===== src/rtl/rr_mux_reg.sv =====
// N-channel selector with registered output stage and valid/ready handshakes.
// Round-robin arbitration by default; forced mode routes one chosen channel.
module rr_mux_reg #(
    parameter int unsigned WIDTH = 3,
    parameter int unsigned NCH   = 4,
    parameter int unsigned SELW  = 2
) (
    input  logic                 i_clk,
    input  logic                 i_rst,
    input  logic [NCH-1:0]       i_in_valid,
    input  logic [NCH*WIDTH-1:0] i_in_data,
    output logic [NCH-1:0]       o_in_ready,
    input  logic                 i_force_en,
    input  logic [SELW-1:0]      i_force_sel,
    output logic                 o_out_valid,
    input  logic                 i_out_ready,
    output logic [WIDTH-1:0]     o_out_data,
    output logic [SELW-1:0]      o_out_sel
);

    typedef enum logic [0:0] {StEmpty, StFull} state_e;

    state_e            r_state, w_state_nxt;
    logic [SELW-1:0]   r_ptr, w_ptr_nxt;
    logic [SELW-1:0]   r_sel, w_sel_nxt;
    logic [WIDTH-1:0]  r_data, w_data_nxt;
    logic [SELW-1:0]   w_gnt;
    logic [WIDTH-1:0]  w_gnt_data;
    logic              w_found;
    logic              w_load_ok;
    logic              w_xfer;

    // Grant: forced select (out-of-range indices never match) or RR scan from r_ptr+1.
    always_comb begin
        int unsigned idx;
        w_found = 1'b0;
        w_gnt   = '0;
        idx     = 0;
        if (i_force_en) begin
            for (int unsigned i = 0; i < NCH; i++) begin
                if (i_force_sel == SELW'(i) && i_in_valid[i]) begin
                    w_found = 1'b1;
                    w_gnt   = SELW'(i);
                end
            end
        end else begin
            for (int unsigned k = 1; k <= NCH; k++) begin
                idx = 32'(r_ptr) + k;
                if (idx >= NCH) begin
                    idx = idx - NCH;
                end
                for (int unsigned i = 0; i < NCH; i++) begin
                    if (!w_found && idx == i && i_in_valid[i]) begin
                        w_found = 1'b1;
                        w_gnt   = SELW'(i);
                    end
                end
            end
        end
    end

    always_comb begin
        w_gnt_data = '0;
        for (int unsigned i = 0; i < NCH; i++) begin
            if (w_gnt == SELW'(i)) begin
                w_gnt_data = i_in_data[i*WIDTH +: WIDTH];
            end
        end
    end

    assign w_load_ok = (r_state == StEmpty) || i_out_ready;
    // No transfer can happen in a reset cycle, so no channel is told it was taken.
    assign w_xfer    = !i_rst && w_load_ok && w_found;

    always_comb begin
        o_in_ready = '0;
        for (int unsigned i = 0; i < NCH; i++) begin
            o_in_ready[i] = w_xfer && (w_gnt == SELW'(i));
        end
    end

    always_comb begin
        w_state_nxt = r_state;
        w_ptr_nxt   = r_ptr;
        w_sel_nxt   = r_sel;
        w_data_nxt  = r_data;
        if (w_load_ok) begin
            if (w_found) begin
                w_state_nxt = StFull;
                w_sel_nxt   = w_gnt;
                w_data_nxt  = w_gnt_data;
                if (!i_force_en) begin
                    w_ptr_nxt = w_gnt;
                end
            end else begin
                w_state_nxt = StEmpty;
            end
        end
    end

    always_ff @(posedge i_clk) begin
        if (i_rst) begin
            r_state <= StEmpty;
            r_ptr   <= SELW'(NCH - 1);
            r_sel   <= '0;
            r_data  <= '0;
        end else begin
            r_state <= w_state_nxt;
            r_ptr   <= w_ptr_nxt;
            r_sel   <= w_sel_nxt;
            r_data  <= w_data_nxt;
        end
    end

    assign o_out_valid = (r_state == StFull);
    assign o_out_data  = r_data;
    assign o_out_sel   = r_sel;

endmodule


===== config.mk =====
export PLATFORM = sky130hd
export DESIGN_NAME = rr_mux_reg
export DESIGN_NICKNAME = d
export VERILOG_FILES = /design/src/rtl/rr_mux_reg.sv
export SDC_FILE = /design/constraint.sdc
export NUM_CORES = 1
export LEC_CHECK = 0
export BUFFER_PORTS_ARGS = -buffer_cell sky130_fd_sc_hd__buf_2
export CAP_MARGIN = 20
export CORE_ASPECT_RATIO = 1.1
export CORE_MARGIN = 1
export CORE_UTILIZATION = 49
export DETAILED_ROUTE_END_ITERATION = 16
export GPL_TIMING_DRIVEN = 0
export PLACE_DENSITY = 0.93
export SLEW_MARGIN = 5
export SYNTH_ARGS = -nofsm -noshare
export SYNTH_HDL_FRONTEND = slang
export SYNTH_SLANG_ARGS = --single-unit

===== constraint.sdc =====
create_clock -name i_clk -period 4.6 [get_ports i_clk]
set_input_delay 0.69 -clock i_clk [delete_from_list [all_inputs] [get_ports i_clk]]
set_output_delay 0.69 -clock i_clk [all_outputs]
set_load 0.01 [all_outputs]

==> metrics.yaml, run 1 <==
period_needed_ns: 2.90
ys_top_cells_by_area: "dfxtp_1 22%, mux2i_1 7.0%, a211oi_1 6.3%"
syn_nets: 104
postRouteWirelength_um: 1630
slew_headroom_pct: 67.6
dr.pass1.iters: 4
die_w_um: 38.4
clk_pin_slew_ns: 0.05
synth_cell_type_count: 34
cts_resized: 0
numClockSinks: 8
worstPathMaxFanout: 7
grt_pass1_vias: 665
vias: 777
slowest_stage: "o221ai_2"
synth_cells: 82
grt_usage_pct: 23.1
area_growth_pct: 27.6
status: "finished, final reports clean"
initial_core_util_pct: 52.4
cp-end-kind: "primary output"
synthMuxAreaShare_pct: 6.99
synth_top_cell_by_area: "dfxtp_1"
cts_max_level: 1
drt_iter0_drc: 44
fin_skew_ns: 0.00495
die_area_um2: 1620
dp_hpwl_um: 1360
wl_per_cell_um: 12.3
rows: 14
placed_cells: 129
maxCapViolCount: 0
switching_power_uw: 77.5
p_int_uw: 150
fmax_mhz: 345
ios: 32
root_buffer: "clkbuf_4"
cp_top_family: "compound AO/OA/AOI/OAI gates"
antenna_cells: 0
synthesis.area_um2: 716
synth_fa_ha_area_share_pct: 0
synth-compound-area-share_pct: 37.8
critPathBufInv: 2
post-synth-top-count-cell: "inv_1"
rsz0062_at_grt: "no"
cts_buffer_depth: 2
ant_nets: 0
p_clk_share_pct: 23.6
syn_avg_cell_area_um2: 8.73
peakVddDrop_mv: 0.155
slew_violations: 0
cts_made_buffers: 3
hold_viol_final: 0
cp_data_arrival_time_ns: 2.21
slowest_delay_ns: 0.39
final.setup.tns_ns: 0
tightest_slew_ns: 0.474
synthFlopType: "dfxtp_1"
ys_ff_latch: 8
grt_overflow: 0
grt_max_degree: 11
antenna_found_initial: 0
fin_crit_sh_pct: 63.0
viasPerCell: 5.89
layout-drive-gt1-share_pct: 39.7
p_sw_share_pct: 34.2
setup_viol: 0
synthXorXnorAreaFrac_pct: 0
hp-class: "register to register"
synth_edf_count: 0
synthArstFlopShare_pct: 0
fin_area_um2: 913
insertion_delay_ns: 0.25
seq_power_share_pct: 36.3
coreArea_um2: 1370
nNetsFinal: 140
finalNonFillerCells: 132
ys_seq_area_share_pct: 22.4
die_h_um: 42.1
cp.required_ns: 3.91
rrSetupSlack_ns: 2.80
synth_simple_gate_area_share_pct: 25.3
grt_pass1_wl_um: 2630
crit_chain: "buf_2 > mux2i_1 > o21ai_2 > o221ai_2 > nand2b_4 > and3b_2 > buf_2"
critPathLaunchType: "input port"
drc_errors: 0
postCtsHoldBufs: 0
placed_cell_area_um2: 891
p_per_area_nw_per_um2: 249
port_buffers: 31
cts_setup_buffers: 0
critPathKind: "input port to primary output"
p_leak_uw: 0.000434
synth_commonest_cells: "9 x inv_1, 8 x dfxtp_1, 7 x nor2_1"
synth_top_family_by_area: "compound AO/OA/AOI/OAI gates"
cts_tree: "yes"
cpMostUsedCell: "buf_2"
synth.top_cell.area_share_pct: 22.4
yosysWarnings: 0
globalplace.congestion: 0.754
pwr-share-comb_pct: 40.1
[kinds of logic after synthesis]
family,count (synthesis)
DFF,8
AOI/OAI and AO/OA,28
muxes,5
and+or+nand+nor,31
buffers and inverters,10
[final timing paths]
check | start | to | cells past startpoint
max | i_force_sel[1] | o_in_ready[2] | 7
min | o_out_sel[0] | o_out_sel[0] | 2
max reg2reg | r_ptr[1] | o_out_data[1] | 5
min reg2reg | o_out_sel[0] | o_out_sel[0] | 2
[placed cells by master (no fill, tap or decap), types with 2 or more instances in the layout]
cell	Yosys	final
buf_2	0	31
inv_1	9	9
dfxtp_1	8	8
nor2_1	7	7
nand2_1	6	6
a211oi_1	6	6
mux2i_1	5	5
nand2b_1	4	4
nand3_1	4	4
a221oi_1	3	3
clkbuf_4	0	3
nor3_1	2	2
nor3b_1	2	2
a2111oi_0	2	2
o31ai_1	2	2
a21oi_1	2	2
[layout make-up]
cell class                      instances  area [µm²]
Inverter                                9        33.8
Sequential cell                         8         160
Clock buffer                            3        22.5
Tap cell                               16        20.0
Multi-Input combinational cell         64         502
Timing Repair Buffer                   31         155
Fill cell                             113         453
Buffer                                  1        20.0
[stage by stage]
step           hold slack (ns)  setup WS (ns)  total power (µW)  util, %
2_1_floorplan            0.474           2.12               145        -
3_3_place_gp             0.440           1.75               171     65.2
3_5_place_dp             0.452           1.72               175     65.2
4_1_cts                  0.459           1.72               228     66.8
5_1_grt                  0.487           1.63               244     66.8
6_report                 0.451           1.70               227     66.8
[power by group through the flow]
stage	Sequential [µW]	Clock, µW	Combinational (µW)
6_report	82.5	53.6	91.0
5_1_grt	83.3	62.0	98.4
4_1_cts	82.4	55.0	90.9
3_5_place_dp	84.0	0	90.7
3_3_place_gp	83.4	0	88.0
2_1_floorplan	86.0	0	58.7
[worst register-to-register path, cell delays in order, from the launching register on]
cell and delay (ns):
dfxtp_1 0.45, nor2_2 0.10, a211oi_4 0.40, a211oi_1 0.13, a2111oi_0 0.49, o31ai_1 0.11
[flip-flops by register name (all words and copies together) (netlist names)]
register     cells
o_out_valid      1
o_out_sel        2
r_ptr            2
o_out_data       3
[routing by layer]
layer  track usage (%)  routed length [µm]
met3              6.38                  69
met4              10.3                  25
met2              38.6                 886
met1              26.2                 646
met5                 0                   0
No activity file was read; power rests on OpenSTA's default activity.
==> inputs of run 2 (changes only) <==
Settings changed: CORE_UTILIZATION 49 to 45, PLACE_DENSITY 0.93 to 0.87.
Clock period 4.6 ns to 2.7 ns, I/O delays scaled along.
==> metrics.yaml, run 2 (synthesis results as in run 1) <==
grt_pass1_wl_um: 2720  # was 2630 µm
p_leak_uw: 0.000434  # unchanged
dp_hpwl_um: 1450  # was 1360 µm
area_growth_pct: 27.6  # unchanged
initial_core_util_pct: 50.4  # was 52.4%
critPathLaunchType: "input port"  # unchanged
fmax_mhz: 437
p_int_uw: 255  # was 150 µW
layout_common_cells: "31 x buf_2, 9 x inv_1, 8 x dfxtp_1, 7 x nor2_1"  # unchanged
final.setup.tns_ns: 0  # unchanged
fin_crit_sh_pct: 84.8
hold_viol_final: 0  # unchanged
peakVddDrop_mv: 0.372  # was 0.155 mV
slew_violations: 0  # unchanged
pwr-share-comb_pct: 40.4  # was 40.1%
insertion_delay_ns: 0.25  # about the same
p_per_area_nw_per_um2: 423  # was 249 nW/µm²
root_buffer: "clkbuf_4"  # unchanged
layout-drive-gt1-share_pct: 39.7  # unchanged
status: "finished, final reports clean"  # unchanged
grt_usage_pct: 22.1  # was 23.1%
drt_iter0_drc: 17  # was 44
tightest_slew_ns: 0.437  # was 0.474 ns
finalCoreUtilization_pct: 64.4  # was 66.8%
period_needed_ns: 2.29
dr.pass1.iters: 4  # unchanged
rows: 14  # unchanged
hp-class: "input port to register"  # was register to register
placed_cell_area_um2: 891  # unchanged
coreArea_um2: 1420  # was 1370 µm²
final_common_cell: "buf_2"  # unchanged
grt_max_degree: 11  # unchanged
cts_buffer_depth: 2  # unchanged
placed_cells: 129  # unchanged
rsz0062_at_grt: "no"  # unchanged
postRouteWirelength_um: 1740  # was 1630 µm
fin_area_um2: 913  # unchanged
seq_power_share_pct: 36.5  # was 36.3%
report.power.total_uw: 386  # was 227 µW
switching_power_uw: 132  # was 77.5 µW
numClockSinks: 8  # unchanged
ios: 32  # unchanged
die_h_um: 43.8  # was 42.1 µm
globalplace.congestion: 0.864  # was 0.754
drc_errors: 0  # unchanged
cts_made_buffers: 3  # unchanged
grt_pass1_vias: 697  # was 665
antenna_found_initial: 0  # unchanged
p_sw_share_pct: 34.1  # was 34.2%
p_clk_share_pct: 23.1  # was 23.6%
antenna_cells: 0  # unchanged
grt_overflow: 0  # unchanged
postCtsHoldBufs: 0  # unchanged
critPathKind: "input port to primary output"  # unchanged
slew_headroom_pct: 70.1  # was 67.6%
cts_tree: "yes"  # unchanged
fin_skew_ns: 0.00696  # was 0.00495 ns
largest_register_ffs: 3  # unchanged
cts_max_level: 1  # unchanged
cts_setup_buffers: 0  # unchanged
wl_per_cell_um: 13.2  # was 12.3 µm
clk_pin_slew_ns: 0.05  # about the same
nNetsFinal: 140  # unchanged
cts_resized: 0  # unchanged
viasPerCell: 5.64  # was 5.89
cp.required_ns: 2.30  # was 3.91 ns
finalNonFillerCells: 132  # unchanged
port_buffers: 31  # unchanged
cp-end-kind: "primary output"  # unchanged
die_area_um2: 1750  # was 1620 µm²
cp_data_arrival_time_ns: 1.88  # was 2.21 ns
setup_viol: 0  # unchanged
vias: 745  # was 777
worstPathMaxFanout: 7  # unchanged
maxCapViolCount: 0  # unchanged
ant_nets: 0  # unchanged
die_w_um: 40.0  # was 38.4 µm
run 2: cell counts in the layout (fill, tap and decap cells not counted):
Identical to the previous run, type by type.
run 2: worst paths after layout:
| check | start | endpoint | slack (ns) | cells after the start |
|---|---|---|---|---|
| max | i_force_sel[1] | o_in_ready[2] | 0.41 | 7 |
| min | i_rst | o_out_sel[0] | 0.35 | 2 |
| max reg2reg | r_ptr[1] | o_out_data[0] | 0.92 | 5 |
| min reg2reg | o_out_sel[0] | o_out_sel[0] | 0.46 | 2 |
run 2: power groups by stage:
| stage | Clock (µW) | Combinational (µW) | Sequential [µW] |
|---|---|---|---|
| after CTS | 90.9 | 156 | 141 |
| after floorplan | 0 | 100 | 147 |
| final | 89.0 | 156 | 141 |
| after global placement | 0 | 150 | 142 |
| after detailed placement | 0 | 155 | 143 |
| after global routing | 95.7 | 171 | 142 |
run 2: cell type report:
cell class | instances | area, µm²
Timing Repair Buffer | 31 | 155
Multi-Input combinational cell | 64 | 502
Clock buffer | 3 | 22.5
Sequential cell | 8 | 160
Fill cell | 134 | 505
Tap cell | 16 | 20.0
Inverter | 9 | 33.8
Buffer | 1 | 20.0
run 2: metal layers:
layer  up-vias  wire (µm)  global-route usage, %
met5         -          0                      0
met4         0         21                   10.3
met3         2         76                   2.05
met2        26        873                   38.7
met1       335        773                   25.6
li1        382          -                      -
run 2: worst max-delay path: stages:
cell      delay, ns
buf_2          0.11
mux2i_1        0.26
o21ai_2        0.15
o221ai_2       0.37
nand2b_4       0.24
and3b_2        0.20
buf_2          0.13
run 2: metrics by stage:
step	setup slack [ns]	hold slack [ns]
global placement	0.451	0.445
detailed placement	0.406	0.451
CTS	0.407	0.349
floorplan	0.795	0.474
global route	0.252	0.349
finish	0.411	0.354
